## config.mk

```make
export PLATFORM = sky130hd
export DESIGN_NAME = ifu_pc_fetch
export DESIGN_NICKNAME = d
export VERILOG_FILES = /design/src/rtl/ifu_pc_fetch.sv
export SDC_FILE = /design/constraint.sdc
export NUM_CORES = 1
export LEC_CHECK = 0
export CORE_ASPECT_RATIO = 1.4
export CORE_MARGIN = 2
export CORE_UTILIZATION = 35
export DETAILED_ROUTE_END_ITERATION = 16
export HOLD_SLACK_MARGIN = 0.1
export PLACE_DENSITY = 0.69
export SETUP_SLACK_MARGIN = 0.5
export SYNTH_ARGS = -nofsm -noshare
export SYNTH_HDL_FRONTEND = slang
export SYNTH_SLANG_ARGS = --single-unit
```

## constraint.sdc

```tcl
create_clock -name clk -period 2.5 [get_ports clk]
set_input_delay 0.25 -clock clk [delete_from_list [all_inputs] [get_ports clk]]
set_output_delay 0.25 -clock clk [all_outputs]
set_load 0.03 [all_outputs]
```

## src/rtl/ifu_pc_fetch.sv

```systemverilog
// Instruction fetch unit for the multi-cycle RV core.
// Owns the architectural PC and keeps one instruction in flight at a time.
// The fetched word is presented to decode over a valid/ready handshake.
module ifu_pc_fetch #(
    parameter int unsigned               CPU_WIDTH = 32,
    parameter logic [CPU_WIDTH-1:0]      RESET_PC  = CPU_WIDTH'(32'h8000_0000)
) (
    input  logic                 clk,
    input  logic                 rst,
    input  logic [CPU_WIDTH-1:0] next_pc,
    input  logic                 pc_update,
    output logic [CPU_WIDTH-1:0] curr_pc,
    output logic                 imem_req_valid,
    output logic [CPU_WIDTH-1:0] imem_req_addr,
    input  logic                 imem_req_ready,
    input  logic                 imem_rsp_valid,
    input  logic [31:0]          imem_rsp_data,
    input  logic                 imem_rsp_err,
    output logic                 inst_valid,
    output logic [31:0]          inst,
    output logic [CPU_WIDTH-1:0] inst_pc,
    input  logic                 inst_ready,
    output logic                 fetch_fault,
    output logic [31:0]          fetch_cnt
);

    typedef enum logic [2:0] {
        S_IDLE,
        S_REQ,
        S_WAIT,
        S_HOLD,
        S_EXEC,
        S_FAULT
    } state_t;

    state_t state_q;
    state_t state_d;

    logic req_fire;
    logic rsp_ok;
    logic rsp_bad;
    logic dec_fire;
    logic redirect;
    logic redirect_ok;

    // Handshake qualifiers; each is gated by its own state so stray inputs are ignored.
    always_comb begin
        req_fire    = (state_q == S_REQ)  && imem_req_ready;
        rsp_ok      = (state_q == S_WAIT) && imem_rsp_valid && !imem_rsp_err;
        rsp_bad     = (state_q == S_WAIT) && imem_rsp_valid &&  imem_rsp_err;
        dec_fire    = (state_q == S_HOLD) && inst_ready;
        redirect    = (state_q == S_EXEC) && pc_update;
        redirect_ok = redirect && (next_pc[1:0] == 2'b00);
    end

    // Next-state logic; S_FAULT is absorbing and only reset leaves it.
    always_comb begin
        state_d = state_q;
        unique case (state_q)
            S_IDLE:  state_d = S_REQ;
            S_REQ:   if (req_fire) state_d = S_WAIT;
            S_WAIT: begin
                if (rsp_ok)       state_d = S_HOLD;
                else if (rsp_bad) state_d = S_FAULT;
            end
            S_HOLD:  if (dec_fire) state_d = S_EXEC;
            S_EXEC: begin
                if (redirect_ok)   state_d = S_REQ;
                else if (redirect) state_d = S_FAULT;
            end
            S_FAULT: state_d = S_FAULT;
            default: state_d = S_IDLE;
        endcase
    end

    // State register.
    always_ff @(posedge clk) begin
        if (rst) state_q <= S_IDLE;
        else     state_q <= state_d;
    end

    // PC, latched instruction and retire-side counter.
    always_ff @(posedge clk) begin
        if (rst) begin
            curr_pc   <= RESET_PC;
            inst      <= '0;
            inst_pc   <= '0;
            fetch_cnt <= '0;
        end else begin
            if (redirect_ok) curr_pc <= next_pc;
            if (rsp_ok) begin
                inst    <= imem_rsp_data;
                inst_pc <= curr_pc;
            end
            if (dec_fire) fetch_cnt <= fetch_cnt + 32'd1;
        end
    end

    // Outputs are pure decodes of the registered state.
    always_comb begin
        imem_req_valid = (state_q == S_REQ);
        imem_req_addr  = curr_pc;
        inst_valid     = (state_q == S_HOLD);
        fetch_fault    = (state_q == S_FAULT);
    end

endmodule

```

==> flow_results.org, run 1 <==
** Run status
- The flow ran to the end, and the final reports show no timing, DRC or antenna violations.

** Placement
- Placed cells :: 1,025
- The wire-length estimate of the detail-placed layout is 10,700 um.
- Number of buffers inserted by port buffering :: 233
- Weighted congestion at the end of routability-driven global placement :: 0.772
- Area after DPL :: 7590 um^2

** Global routing
- The total overflow left after global routing is 0.
- Number of global-route vias before repair :: 4,555
- In the global route stage, overall resource usage came out at 0.186.
- Entering global routing, the biggest net connects 65 pins.
- Number of antenna violations at the first check in global routing :: 0
- The first global-routing pass estimated 23,800 um of wire.

** Layout
- Leaving out fill and tap cells, the most frequent cells in the layout are 229 x sky130_fd_sc_hd__clkdlybuf4s50_1, 200 x sky130_fd_sc_hd__nand2_1, 129 x sky130_fd_sc_hd__dfxtp_1.
- Fillcell total :: 1,444
- The count of cells in the finished layout, fillers not included, comes to 1,057.
- Once layout is complete, the utilization of the core stands at 0.550.
- Multi-input combinational cell area :: 2290 um^2
- Summing all flip-flop and latch instances after layout gives 2630 um^2.
- 0 antenna diodes ended up in the layout.
- Share of post-route cells with drive strength above 1 :: 0.0624
- Relative to the synthesized area, the layout overhead comes to 54.3%.
- Leading cell type in the layout, fill and taps excluded :: sky130_fd_sc_hd__clkdlybuf4s50_1
- Area of all placed cells without fillers :: 8240 um^2
- Net count reported at finish :: 925

** STA
- Count of final hold-check violations :: 0
- On the final layout, the worst hold slack is 0.323 ns.
- Setup-violating endpoint count in the final report :: 0
- At the pin with the least slew margin, the transition time is 0.707 ns.
- Total Negative Setup Slacks :: 0 ns
- Setup repair after global routing left no endpoint under its margin.
- The worst path in the final design needs a cycle of 1.88 ns, including I/O delays and setup.
- Static timing analysis puts the maximum clock frequency at 531 MHz.
- Worst Skew :: 0.00652 ns
- Max-slew violation total from the final report :: 0
- Rel. slew slack :: 0.529
- Period utilisation layout :: 0.754

** Critical path
- Worst path required time :: 2.25 ns
- Critical path endpoint category :: output pin
- For the worst setup path, the data arrival time is 1.63 ns.
- Worst path max stage delay :: 0.74 ns
- Setup slack of the most critical reg-to-reg path :: 0.63 ns
- Setup crit start kind :: flop
- Grouping stages by cell kind, the critical path spends the most delay in buffers and inverters.
- Highest fanout seen on the critical path :: 10
- The worst setup path is of the reg2out kind.
- The slowest stage of the critical path is the sky130_fd_sc_hd__clkdlybuf4s50_1 cell.
- Buffers & Inverters on Critical Path :: 1
- Series of cell instances along the critical path :: clkdlybuf4s50_1

** Logic synthesis
- Synthesis instantiated 37 different standard cells from the library.
- In the synthesized netlist, the number of instances is 666.
- When the netlist entered floorplanning its net count stood at 738.
- Total of warnings raised by yosys :: 0
- Dividing the synthesized area by the synthesized cell count gives 8.02 um^2.
- Synth Cell Area :: 5340 um^2
- Count of state elements after synthesis :: 131
- Register area share after synthesis :: 0.491

** Pwr
- In this run the static leakage power is 2.74 nW.
- Highest ir drop seen on vdd :: 381 uV
- Power spread over the standard cell area amounts to 656 nW/um^2.

** Detailed routing
- Summed over all layers, the routed wires come to 15,900 um.
- After detailed routing, the average wire length per cell comes to 15.0 um.
- Drt pass-1 iters :: 4
- ANT nets after route :: 0
- In this run, the number of DRC markers left after iteration 0 of detailed routing was 198.
- After detailed routing, the number of vias per cell comes to 4.92.
- DRC :: 0
- Total vias in the final route :: 5,204

** Worst hold path
- Worst Hold Class :: in2reg

** Clock tree
- Post-CTS timing repair inserted 0 buffers for setup.
- For this design, the sink count on the clock tree is 131.
- The root buffer cell chosen for the clock tree is sky130_fd_sc_hd__clkbuf_16.
- TritonCTS clock tree :: done
- In this run, CTS created clock tree buffers numbering 17.
- Clock H-tree levels :: 4
- The longest clock path from root to sink contains 2 buffers.
- Reg clk slew, reported paths :: 0.06 ns
- Clk Latency, worst-skew pair :: 0.41 ns

** Run
- Across the run, the number of max-cap violations was 0.

** Floorplanning
- Core outline area :: 15,000 um^2
- Horizontal extent of the die :: 108 um
- Die Area :: 16,300 um^2
- Pin placement for this block handled 234 I/O pins.
- Die extent in y :: 150 um
- The initial utilization of the core area, before any placement, comes to 0.356.
- Number of rows in the core area :: 53
where the power goes:
group          switching [mW]  total [mW]  internal (mW)
Sequential             0.0569        2.19           2.14
Combinational           0.309       0.570          0.261
Clock                   0.966        2.65           1.68
routing by layer:
layer | vias up | GRT usage | part of all wire
li1 | 2604 | - | -
met3 | 25 | 0.0494 | 0.065
met2 | 177 | 0.319 | 0.50
met5 | - | 0 | 0
met4 | 0 | 0.0769 | 0.027
met1 | 2398 | 0.217 | 0.40
cells in the mapped netlist (all sizes together):
master | instances | area, um^2
o22ai | 1 | 6.26
ha | 1 | 12.5
and2 | 7 | 43.8
a21boi | 1 | 7.51
or4 | 15 | 113
nor2 | 15 | 56.3
and4 | 6 | 52.6
nand2b | 2 | 12.5
or3 | 7 | 43.8
and4b | 1 | 10.0
xnor2 | 1 | 8.76
mux2i | 3 | 30.0
nand2 | 201 | 754
xor2 | 7 | 61.3
o31ai | 15 | 113
nand4 | 13 | 87.6
nand3b | 1 | 7.51
nand3 | 15 | 87.6
or3b | 1 | 8.76
dfxtp | 131 | 2620
nor3b | 5 | 37.5
nand4b | 1 | 8.76
and3 | 5 | 31.3
a21oi | 117 | 586
nor2b | 3 | 18.8
o211ai | 1 | 7.51
buf | 51 | 348
nor4 | 1 | 6.26
clkbuf | 27 | 101
o21ai | 8 | 40.0
inv | 2 | 7.51
mux2 | 1 | 11.3
worst paths after layout:
| check | depth (start not counted) | to | start |
|---|---|---|---|
| worst min register to register | 2 | inst_pc[6] | inst_pc[6] |
| worst min-delay path | 2 | fetch_cnt[17] | rst |
| worst max-delay path | 1 | fetch_cnt[3] | fetch_cnt[3] |
| worst max register to register | 5 | fetch_cnt[16] | state_q[1] |
cells by family after synthesis:
logic type,count (synthesis),share of synthesized area
DFF,131,0.491
AOI/OAI and AO/OA,143,0.142
and+or+nand+nor,299,0.258
xor gates and xnor gates,8,0.0131
buffers and inverters,80,0.0855
adders and majority gates,1,0.00234
muxes,4,0.00773
flip-flops by register name, indices dropped and copies added, names as in the netlist:
register   cells
fetch_cnt     32
inst          32
state_q        3
inst_pc       32
curr_pc       32
stage by stage:
stage / setup slack (ns) / total power [mW]
finish: 0.616 / 5.41
global route: 0.530 / 5.61
CTS: 0.527 / 5.48
detailed placement: 0.368 / 2.82
global placement: 0.427 / 2.81
floorplan: 0.607 / 2.55
layout make-up:
cell class / count / area share
clock buffers: 17 / 0.0516
clock inverters: 14 / 0.0246
inverters: 2 / 0.000911
multi-input cells: 456 / 0.278
flip-flops and latches: 131 / 0.318
well taps: 192 / 0.0291
repair buffers: 245 / 0.298
worst register-to-register path, cell delays in order (launching register included):
cell and delay (ns):
sky130_fd_sc_hd__dfxtp_2 0.43, sky130_fd_sc_hd__and4b_1 0.35, sky130_fd_sc_hd__buf_4 0.22, sky130_fd_sc_hd__nand2_1 0.14
sky130_fd_sc_hd__or4_1 0.50, sky130_fd_sc_hd__a21oi_1 0.15
timing repair:
action | CTS | global route
pin swaps | 0 | 1
hold buffers | 0 | 0
resized for setup | 3 | 5
setup endpoints to repair | 3 | 16
cloned | 0 | 1
(Power assumes the default switching activity.)
==> run 2, diff against run 1 <==
--- a/config.mk
+++ b/config.mk
@@ -10,7 +10,7 @@
 export CORE_UTILIZATION = 35
 export DETAILED_ROUTE_END_ITERATION = 16
 export HOLD_SLACK_MARGIN = 0.1
-export PLACE_DENSITY = 0.69
+export PLACE_DENSITY = 0.71
 export SETUP_SLACK_MARGIN = 0.5
 export SYNTH_ARGS = -nofsm -noshare
 export SYNTH_HDL_FRONTEND = slang
==> constraint.sdc (replaced) <==
create_clock -name clk -period 1.6 [get_ports clk]
set_input_delay 0.16 -clock clk [delete_from_list [all_inputs] [get_ports clk]]
set_output_delay 0.16 -clock clk [all_outputs]
set_load 0.03 [all_outputs]
==> flow_results.org, run 2 (synthesized netlist as in run 1, its figures left out) <==
** Run status
- The flow ran to the end, but the final reports show violations.
- Violated checks :: negative setup slack

** Global routing
- Entering global routing, the biggest net connects 65 pins.
- The via count of the first global-routing pass came to 5,233.
- Number of antenna violations at the first check in global routing :: 1
- The first global-routing pass estimated 26,800 um of wire.
- Total GRT Usage :: 0.210
- For this run the aggregate overflow at the end of global routing stands at 0.

** Floorplanning
- The initial utilization of the core area, before any placement, comes to 0.356.
- The die covers 16,300 um^2.
- The die is 150 um tall.
- After floorplanning, the core was sized to cover 15,000 um^2.
- Horizontal extent of the die :: 108 um
- For this design the top-level I/O count stands at 234.
- The floorplan has 53 rows.

** STA
- For the final routed database, the setup TNS stands at -0.128 ns.
- Setup-violating endpoint count in the final report :: 5
- Period utilisation layout :: 1.03
- Setup repair after global routing could not meet its margin everywhere.
- On the final layout, the worst clock skew is 0.00967 ns.
- Post-route setup slack :: -0.0483 ns
- Slew at the pin closest to its max-slew limit :: 0.475 ns
- Rel. slew slack :: 0.683
- The number of hold violations in the final report was 0.
- Tmin final :: 1.65 ns
- Max-slew violation total from the final report :: 0
- Based on the critical path, the design can be clocked at up to 607 MHz.

** Clock tree
- The number of hold buffers added after CTS was 0.
- Root Buffer :: sky130_fd_sc_hd__clkbuf_16
- After clock tree synthesis, the clock-pin slew on the worst setup and hold paths is 0.06 ns.
- The later pin in the worst-skew pair is clocked with a latency of 0.41 ns.
- # clock sinks :: 131
- Maximum buffer depth of the clock tree :: 2
- Number of CTS-inserted buffers :: 17
- TritonCTS built the clock tree.
- CTS built an H-tree with a depth of 4.

** Critical path
- For the worst setup path, the data required time is 1.90 ns.
- Highest fanout seen on the critical path :: 9
- STA classifies the critical path startpoint as a flop.
- Critical path endpoint category :: flop
- For flop-to-flop paths, the worst setup slack is -0.05 ns.
- R2R Path Start :: fetch_cnt[14]
- Data arrives at the worst endpoint at 1.94 ns.
- The worst setup path is of the reg2reg kind.
- In this run the critical register-to-register path is captured at fetch_cnt[31].
- R2R cell count :: 5

** Detailed routing
- For this block, the routed nets add up to 19,800 um of wire.
- For this run, the detailed router's first-pass iteration total came to 4.
- Dividing the detail-routed wire length by the instance count gives 17.4 um.
- The detailed router finished its first iteration with 309 violations.
- ANT nets after route :: 0
- Top Metal Used :: met4
- In the routed layout, each cell is associated on average with a via count of 5.09.
- Wire segments on met2 add up to 10,700 um in the final route.
- After detailed routing, the wire length on met1 is 7420 um.
- Met3 wirelength from detailed routing :: 1190 um
- DRC :: 0
- Total vias in the final route :: 5,795

** Layout
- Net count reported at finish :: 1,006
- In the final layout, flip-flops and latches occupy 2830 um^2.
- Commonest cells after routing, fill and taps aside :: 143 x sky130_fd_sc_hd__nand2_1, 124 x sky130_fd_sc_hd__buf_6, 94 x sky130_fd_sc_hd__buf_4
- Share of post-route cells with drive strength above 1 :: 0.549
- After filler insertion, the fill cell instance count of the layout stands at 1,148.
- Once layout is done, the placed cells without fillers occupy 10,300 um^2.
- The library cell used most frequently in the layout, excluding fill and tap cells, is sky130_fd_sc_hd__nand2_1.
- In the final layout, the multi-input gates occupy 3220 um^2.
- 0 antenna diodes ended up in the layout.
- Relative area change from synthesis to final layout :: 92.2%

** Pwr
- Gate power share :: 0.174
- Cell area power density :: 892 nW/um^2
- Highest ir drop seen on vdd :: 623 uV
- Of the total power, the clock network draws 0.461.
- Sw Pwr :: 2.41 mW
- In this run the static leakage power is 4.43 nW.
- Of the total power, the share spent switching nets is 0.263.
- Internal power contribution :: 6.76 mW
- The share of total power dissipated in sequential elements is 0.365.
- Overall power consumption after layout is estimated at 9.17 mW.

** Worst hold path
- Min-Delay Endpoint :: fetch_cnt[18]
- Worst Hold Class :: in2reg
- Startpoint of the most critical hold path :: rst
- Counting instances, the worst hold path has a depth of 2.

** Placement
- Number of buffers inserted by port buffering :: 233
- The congestion estimate from routability-driven global placement came to 0.844.
- Area after DPL :: 8070 um^2
- HPWL after detailed placement :: 11,200 um

** Run
- Maximum Capacitance Violations :: 0
[run 2: stage by stage]
| stage | hold WS [ns] | util | setup slack, ns | instances |
|---|---|---|---|---|
| 2_1_floorplan | 0.284 | - | -0.0144 | 666 |
| 3_3_place_gp | 0.441 | 0.538 | -0.232 | 1064 |
| 3_5_place_dp | 0.446 | 0.538 | -0.292 | 1064 |
| 4_1_cts | 0.156 | 0.598 | -0.0398 | 1113 |
| 5_1_grt | 0.200 | 0.685 | -0.0960 | 1139 |
| 6_report | 0.198 | 0.685 | -0.0483 | 1139 |
[run 2: cell type report]
cell class                      instances  share of cell area
Inverter                                2            0.000731
Clock buffer                           19              0.0431
Tap cell                              192              0.0234
Timing Repair Buffer                  324               0.325
Clock inverter                         13              0.0192
Sequential cell                       131               0.275
Multi-Input combinational cell        458               0.314
[run 2: worst max-delay path by stage]
stage / from / to / slack (ns) / depth (start not counted)
after global routing: state_q[2] / fetch_cnt[15] / -0.1 / 6
after detailed placement: inst_ready / fetch_cnt[21] / -0.29 / 6
after floorplan: fetch_cnt[1] / fetch_cnt[30] / -0.01 / 6
final: fetch_cnt[14] / fetch_cnt[31] / -0.05 / 5
after global placement: inst_ready / fetch_cnt[30] / -0.23 / 5
after CTS: state_q[2] / fetch_cnt[31] / -0.04 / 5
[run 2: routing by layer]
metal | track usage | vias to the layer above
met5 | 0 | -
met1 | 0.228 | 2785
met4 | 0.0744 | 0
li1 | - | 2779
met2 | 0.388 | 199
met3 | 0.0524 | 32
[run 2: power by group through the flow]
stage               Combinational (mW)  Sequential (mW)  Clock (mW)
finish                            1.59             3.34        4.23
global placement                  1.05             3.45           0
floorplan                        0.496             3.53           0
global route                      1.68             3.35        4.43
CTS                               1.17             3.36        4.30
detailed placement                1.05             3.44           0
[run 2: critical path: stages, from the launching register on]
cell                      delay, ns
sky130_fd_sc_hd__dfxtp_4       0.39
sky130_fd_sc_hd__and4_2        0.27
sky130_fd_sc_hd__nand4_1       0.12
sky130_fd_sc_hd__buf_6         0.16
sky130_fd_sc_hd__nor4_4        0.27
sky130_fd_sc_hd__mux2_4        0.32
[run 2: what timing repair did]
| action | 4_1_cts | 5_1_grt |
|---|---|---|
| pin swaps | 23 | 126 |
| endpoints found under the setup margin | 294 | 248 |
| resized for setup | 1110 | 289 |
| hold endpoints to repair | 0 | 0 |
| setup buffers | 14 | 18 |
| cloned | 3 | 8 |
